File: src/rtl/processorci_bus_arbiter.sv
// N-master to single-slave memory bus arbiter: round-robin grant, per-master
// ack/err pulses and a response watchdog that forces completion of stalled reads/writes.
module processorci_bus_arbiter #(
  parameter int                    NUM_MASTERS    = 2,
  parameter int                    ADDR_WIDTH     = 32,
  parameter int                    DATA_WIDTH     = 32,
  parameter int                    TIMEOUT_CYCLES = 255,
  parameter logic [DATA_WIDTH-1:0] ERR_DATA       = '0,
  localparam int                   IDX_W          = $clog2((NUM_MASTERS > 2) ? NUM_MASTERS : 2)
) (
  input  logic                              clk,
  input  logic                              reset_n,
  input  logic [NUM_MASTERS-1:0]            m_req,
  input  logic [NUM_MASTERS-1:0]            m_we,
  input  logic [NUM_MASTERS*ADDR_WIDTH-1:0] m_addr,
  input  logic [NUM_MASTERS*DATA_WIDTH-1:0] m_wdata,
  output logic [DATA_WIDTH-1:0]             m_rdata,
  output logic [NUM_MASTERS-1:0]            m_ack,
  output logic [NUM_MASTERS-1:0]            m_err,
  output logic                              s_read,
  output logic                              s_write,
  output logic [ADDR_WIDTH-1:0]             s_addr,
  output logic [DATA_WIDTH-1:0]             s_wdata,
  input  logic [DATA_WIDTH-1:0]             s_rdata,
  input  logic                              s_response,
  output logic [IDX_W-1:0]                  grant_idx,
  output logic [7:0]                        timeout_count
);

  typedef enum logic [1:0] {
    ST_IDLE = 2'd0,
    ST_BUSY = 2'd1,
    ST_DONE = 2'd2
  } state_e;

  // The watchdog only has to reach TIMEOUT_CYCLES-1, so clog2(TIMEOUT_CYCLES) bits suffice.
  localparam int              WD_W    = (TIMEOUT_CYCLES > 1) ? $clog2(TIMEOUT_CYCLES) : 1;
  localparam bit              WD_EN   = (TIMEOUT_CYCLES > 0);
  localparam logic [WD_W-1:0] WD_LAST = WD_EN ? WD_W'(TIMEOUT_CYCLES - 1) : '0;

  logic [ADDR_WIDTH-1:0] addr_arr  [NUM_MASTERS];
  logic [DATA_WIDTH-1:0] wdata_arr [NUM_MASTERS];

  for (genvar i = 0; i < NUM_MASTERS; i++) begin : g_unpack
    assign addr_arr[i]  = m_addr[i*ADDR_WIDTH +: ADDR_WIDTH];
    assign wdata_arr[i] = m_wdata[i*DATA_WIDTH +: DATA_WIDTH];
  end

  state_e                 state_q,   state_d;
  logic [IDX_W-1:0]       ptr_q,     ptr_d;
  logic [IDX_W-1:0]       grant_q,   grant_d;
  logic                   s_read_q,  s_read_d;
  logic                   s_write_q, s_write_d;
  logic [ADDR_WIDTH-1:0]  s_addr_q,  s_addr_d;
  logic [DATA_WIDTH-1:0]  s_wdata_q, s_wdata_d;
  logic [DATA_WIDTH-1:0]  rdata_q,   rdata_d;
  logic [NUM_MASTERS-1:0] ack_q,     ack_d;
  logic [NUM_MASTERS-1:0] err_q,     err_d;
  logic [WD_W-1:0]        wd_q,      wd_d;
  logic [7:0]             tcount_q,  tcount_d;

  logic                   win_found;
  logic [IDX_W-1:0]       win_idx;
  logic [NUM_MASTERS-1:0] grant_oh;

  // (base + offset) mod NUM_MASTERS without a general divider; offset < NUM_MASTERS.
  function automatic logic [IDX_W-1:0] rr_index(input logic [IDX_W-1:0] base, input int offset);
    int sum;
    sum = int'(base) + offset;
    if (sum >= NUM_MASTERS) sum = sum - NUM_MASTERS;
    return IDX_W'(sum);
  endfunction

  // Round-robin search: first requester at or after ptr, wrapping.
  always_comb begin
    win_found = 1'b0;
    win_idx   = '0;
    for (int k = 0; k < NUM_MASTERS; k++) begin
      if (!win_found && m_req[rr_index(ptr_q, k)]) begin
        win_found = 1'b1;
        win_idx   = rr_index(ptr_q, k);
      end
    end
  end

  assign grant_oh = NUM_MASTERS'(1) << grant_q;

  always_comb begin
    // NOTE: every _d starts from its _q (or from zero for pulses) so no path leaves a
    // variable unassigned; a missing default here would infer a latch.
    state_d   = state_q;
    ptr_d     = ptr_q;
    grant_d   = grant_q;
    s_read_d  = s_read_q;
    s_write_d = s_write_q;
    s_addr_d  = s_addr_q;
    s_wdata_d = s_wdata_q;
    rdata_d   = rdata_q;
    ack_d     = '0;
    err_d     = '0;
    wd_d      = wd_q;
    tcount_d  = tcount_q;

    unique case (state_q)
      ST_IDLE: begin
        if (win_found) begin
          state_d   = ST_BUSY;
          grant_d   = win_idx;
          ptr_d     = rr_index(win_idx, 1);
          s_read_d  = ~m_we[win_idx];
          s_write_d = m_we[win_idx];
          s_addr_d  = addr_arr[win_idx];
          s_wdata_d = wdata_arr[win_idx];
          wd_d      = '0;
        end
      end

      ST_BUSY: begin
        // A response in the expiry cycle takes priority over the watchdog.
        if (s_response) begin
          state_d   = ST_DONE;
          s_read_d  = 1'b0;
          s_write_d = 1'b0;
          rdata_d   = s_rdata;
          ack_d     = grant_oh;
        end else if (WD_EN && (wd_q == WD_LAST)) begin
          state_d   = ST_DONE;
          s_read_d  = 1'b0;
          s_write_d = 1'b0;
          rdata_d   = ERR_DATA;
          ack_d     = grant_oh;
          err_d     = grant_oh;
          if (tcount_q != 8'hFF) tcount_d = tcount_q + 8'd1;
        end else if (WD_EN) begin
          wd_d = wd_q + 1'b1;
        end
      end

      ST_DONE: begin
        state_d = ST_IDLE;
      end

      default: begin
        state_d   = ST_IDLE;
        s_read_d  = 1'b0;
        s_write_d = 1'b0;
      end
    endcase
  end

  always_ff @(posedge clk or negedge reset_n) begin
    if (!reset_n) begin
      state_q   <= ST_IDLE;
      ptr_q     <= '0;
      grant_q   <= '0;
      s_read_q  <= 1'b0;
      s_write_q <= 1'b0;
      s_addr_q  <= '0;
      s_wdata_q <= '0;
      rdata_q   <= '0;
      ack_q     <= '0;
      err_q     <= '0;
      wd_q      <= '0;
      tcount_q  <= '0;
    end else begin
      // NOTE: non-blocking assignments so every flop samples pre-edge values.
      state_q   <= state_d;
      ptr_q     <= ptr_d;
      grant_q   <= grant_d;
      s_read_q  <= s_read_d;
      s_write_q <= s_write_d;
      s_addr_q  <= s_addr_d;
      s_wdata_q <= s_wdata_d;
      rdata_q   <= rdata_d;
      ack_q     <= ack_d;
      err_q     <= err_d;
      wd_q      <= wd_d;
      tcount_q  <= tcount_d;
    end
  end

  assign m_rdata       = rdata_q;
  assign m_ack         = ack_q;
  assign m_err         = err_q;
  assign s_read        = s_read_q;
  assign s_write       = s_write_q;
  assign s_addr        = s_addr_q;
  assign s_wdata       = s_wdata_q;
  assign grant_idx     = grant_q;
  assign timeout_count = tcount_q;

endmodule

File: config.mk
export PLATFORM = sky130hd
export DESIGN_NAME = processorci_bus_arbiter
export DESIGN_NICKNAME = d
export VERILOG_FILES = /design/src/rtl/processorci_bus_arbiter.sv
export SDC_FILE = /design/constraint.sdc
export NUM_CORES = 1
export LEC_CHECK = 0
export ABC_AREA = 1
export CORE_MARGIN = 2
export CORE_UTILIZATION = 37
export DETAILED_ROUTE_END_ITERATION = 12
export PLACE_DENSITY = 0.77
export SYNTH_ARGS = -nofsm -noshare
export SYNTH_HDL_FRONTEND = slang
export SYNTH_SLANG_ARGS = --single-unit
File: constraint.sdc
create_clock -name clk -period 1.5 [get_ports clk]
set_input_delay 0.45 -clock clk [delete_from_list [all_inputs] [get_ports clk]]
set_output_delay 0.45 -clock clk [all_outputs]
set_load 0.1 [all_outputs]
==> Word level (Yosys, flattened, before mapping) <==
Cells that the tools add are included.
{ "word_totals": {"ff_bits": 122, "elab_cells": 90, "out_inout_bits": 111, "inputBits": 167} }
{ "op_classes": {"bitwise": 4, "mux": 40, "shift": 1, "n_lt_le_gt_ge": 7, "n_reduce_logical": 11, "n_addsub": 7, "eq_ne": 8} }
{ "ops": {"columns": ["cell", "count"], "rows": [
  ["$mux W32", 8],
  ["$mux W8", 3],
  ["$mux W1", 17],
  ["$add A8 B1 Y8 const B", 2],
  ["$mux W2", 8],
  ["$pmux W8 S2", 1],
  ["$eq A8 B8 Y1 const B", 1],
  ["$ne A8 B8 Y1 const B", 1],
  ["$reduce_and A4 Y1", 2],
  ["$ge A2 B2 Y1 const B", 3],
  ["$lt A1 B2 Y1 const B", 3],
  ["$ne A2 B2 Y1 const B", 3],
  ["$pmux W1 S3", 2],
  ["$reduce_and A2 Y1", 3],
  ["$add A1 B1 Y2 const B", 2],
  ["$pmux W2 S2", 1],
  ["$reduce_bool A2 Y1", 2],
  ["$ne A3 B3 Y1 const B", 1],
  ["$not A1 Y1", 3],
  ["$reduce_and A3 Y1", 1],
  ["$sub A1 B1 Y1 const B", 3],
  ["$eq A2 B1 Y1 const B", 1],
  ["$eq A2 B2 Y1 const B", 1],
  ["$ge A1 B2 Y1 const B", 1],
  ["other kinds (5)", 5]
]} }

==> Depth between registers and ports, before layout <==
{ "depth": {"depth_word": 13, "ltp_mapped": 10, "depth_no_buf": 9} }

==> Worst setup path before layout <==
Ideal clock, no wire load.
{ "synth_path": {"path_type": "reg-to-reg", "startpoint": "reg tcount_q[0] (netlist: timeout_count[0])", "endpoint": "reg tcount_q[2] (netlist: timeout_count[2])", "required_ns": 1.375, "path_slack_ns": -0.585, "setup_ns": 0.125, "path_buffers": 0, "synth_period_minus_slack_ns": 2.085, "stages_incl_launch_ff": 9, "arrival_ns": 1.959, "cell_sequence": "dfrtp_1 -> ha_1 -> nand2_1 -> inv_1 -> nand3_1 -> nand2_1 -> nor2_4 -> nand2_1 -> nand2_1"} }
{ "synth_via": {"elab_chain_len": 2, "elab_cells_between_ends": 3, "classes_between": "add/sub: 1; eq/ne: 1; reduce/logical: 1"} }
{ "synth_rtl": {"columns": ["element", "line_no", "text"], "rows": [
  ["from (decl)", "60", "logic [7:0] tcount_q, tcount_d;"],
  ["from (signal assigned)", "178", "tcount_q <= tcount_d;"],
  ["parallel branches: the longest is 2 deep, another holds $add A8 B1 Y8", null, null]
]} }
Several ways; the timed one is not identified.
A chain may end at the register's enable or synchronous reset.

==> Final worst setup path <==
{ "layout_path": {"startpoint": "reg tcount_q[0] (netlist: timeout_count[0])", "endpoint": "out timeout_count[0]"} }
{ "layout_lines": {"columns": ["element", "line_no", "text"], "rows": [
  ["to (decl)", "27", "output logic [7:0] timeout_count"]
]} }
No word-level cell between the ends.

==> flow_summary.ini <==
[logic_synthesis]
synth_xor_area_share_pct = 0.630
synth_mux_area_share_pct = 0
synth_top_area_share_pct = 54.9
syn-num-nets = 840
yosys.area.top_type = dfrtp_1
synth.avg_cell_area_sq_um = 8.30
netlist_area_sq_mm = 0.00556
synth_compound_area_share_pct = 2.23
synthAdderAreaFrac_pct = 0.675
yosysUniqueCellTypes = 26
yosysWarnings = 0
syn_inst = 670
yosys_register_bits = 122
synth_seq_area_share_pct = 54.9
yosys.area_share.simple_pct = 36.1
synth_top_family_by_area = simple AND/OR/NAND/NOR gates
synthTopCellsByArea = dfrtp_1 (55%), nand2_1 (17%), nand3_1 (16%)

[timing]
tightest_slew_ns = 0.356
slew_viol_final = 0
fin_setup_tns_ns = -2.97
rsz0062_at_grt = yes
fin_crit_ns = 1.64
finalSetupViolations = 56
period_share_pct = 109
clock.fmax_mhz = 609
fin_skew_ns = 0.00694
relSlewSlack_pct = 76.3
hold_viol_final = 0
post-route-worst-setup-slack_ns = -0.142

[route]
drtPass1Iterations = 5
wl_per_cell_microns = 19.1
ant_nets = 0
via_count = 6250
first_iter_violations = 477
avgViaCountPerCell = 5.23
drt_wl_total_microns = 22800
drcViolationCount = 0

[setup_path]
crit_type = flip-flop to primary output
crit_fanout = 2
required_ns = 1.05
crit_arrival_ns = 1.19
cp-start-kind = flip-flop
end_kind = primary output

[cells_and_area]
num_antenna_cells = 0
final_cells = 1196
design_area_sq_mm = 0.0112
drive_gt1_share_pct = 28.1
flow.area_growth_from_synthesis_pct = 102
final_common_cell = nand2_1
utilization_pct = 77.0
final_nets = 1172
layout_common_cells = nand2_1 (222), nand3_1 (172), clkdlybuf4s50_1 (165)

[cts]
cts-root-buf = clkbuf_16
cts.sinks = 122
clk_latency_ns = 0.42
clkSlewWorstSetupHoldPaths_ns = 0.05
htreeDepth = 4
cts_tree = done
cts_made_buffers = 17
clockBufferDepth = 2

[grt]
grt_max_degree = 49
grt_pass1_wl_microns = 32800
first_global_vias = 6141
track_usage_pct = 26.2
antenna_found_initial = 0
grt.overflow.total = 0

[floorplanning]
rows = 44
dieArea_sq_mm = 0.0160
die_x_microns = 127
ioPinCount = 278
die_h_microns = 127
core_area_sq_mm = 0.0146
initial_core_util_pct = 38.1

[place]
placed_area_sq_mm = 0.00990
dp.final_hpwl_microns = 14200
portBuffers = 277
gp_congestion = 0.854
dp.cells = 1128

[status]
violations = negative setup slack
status = finished, violations left

[worst_hold_path]
hold_path_class = input pin to async pin

[flow_run]
cap_violations = 0
final timing paths:
check                                      start                to  slack, ns  cells after the start
worst max-delay path            timeout_count[0]  timeout_count[0]      -0.14                      2
worst min-delay path                     reset_n       m_rdata[22]       0.47                      2
worst max register to register           wd_q[0]       m_rdata[14]      -0.12                     10
worst min register to register        m_rdata[5]        m_rdata[5]       0.53                      2
max in group asynchronous                reset_n        m_rdata[6]       0.44                      3
min in group clk                      m_rdata[5]        m_rdata[5]       0.53                      2
flip-flops by register name, summed over array words and instances, names as in the netlist, 2 cells and up:
name and cells:
s_addr 32, m_rdata 32, timeout_count 8, m_err 2, state_q 2, s_wdata 32
wd_q 8, m_ack 2
per-stage QoR:
step                setup slack (ns)  hold WS [ns]
detailed placement            -0.457         0.371
CTS                           -0.133         0.472
global route                  -0.182         0.488
global placement              -0.377         0.371
floorplan                    0.00570         0.154
finish                        -0.142         0.474
timing repair:
action,in CTS,in global routing
setup endpoints to repair,71,136
hold buffers,1,0
endpoints found under the hold margin,16,0
cloned,2,8
resized for setup,28,72
pin swaps,6,23
setup buffers,17,11
routing by layer:
metal,global-route usage [%],up-vias,share of wire [%]
met5,0,-,0
met4,10.4,0,3.3
met3,6.12,58,6.1
met2,44.6,273,52
met1,32.1,3054,38
li1,-,2865,-
cells by family (layout without fill, tap and decap cells):
family	count (synthesis)	count (layout)
flops	122	122
buf+inv	58	395
simple gates	461	466
fa+ha+maj	3	3
compound gates	22	22
xor+xnor	4	4
final cells by class:
type	instances	area (sq um)
repair buffers	347	4720
fillers	906	3350
flip-flops and latches	122	3080
multi-input cells	495	2600
clock buffers	26	499
well taps	184	230
inverters	19	75.1
clock inverters	3	40.0
critical path, stage by stage (launching register included):
cell and delay [ns]:
dfrtp_4 0.48, buf_6 0.13, buf_12 0.15
cells in the mapped netlist, drive strengths merged:
cell type    n
buf         31
nand3b       2
o21ai       16
ha           3
o21bai       4
nor2        24
nand3      175
a21oi        2
xor2         2
xnor2        2
nand2      258
nand4        2
dfrtp      122
clkbuf       8
inv         19
Power is left out: the tool's default activity adds up to more than one toggle a clock period on the data nets, which glitch-free logic cannot reach.
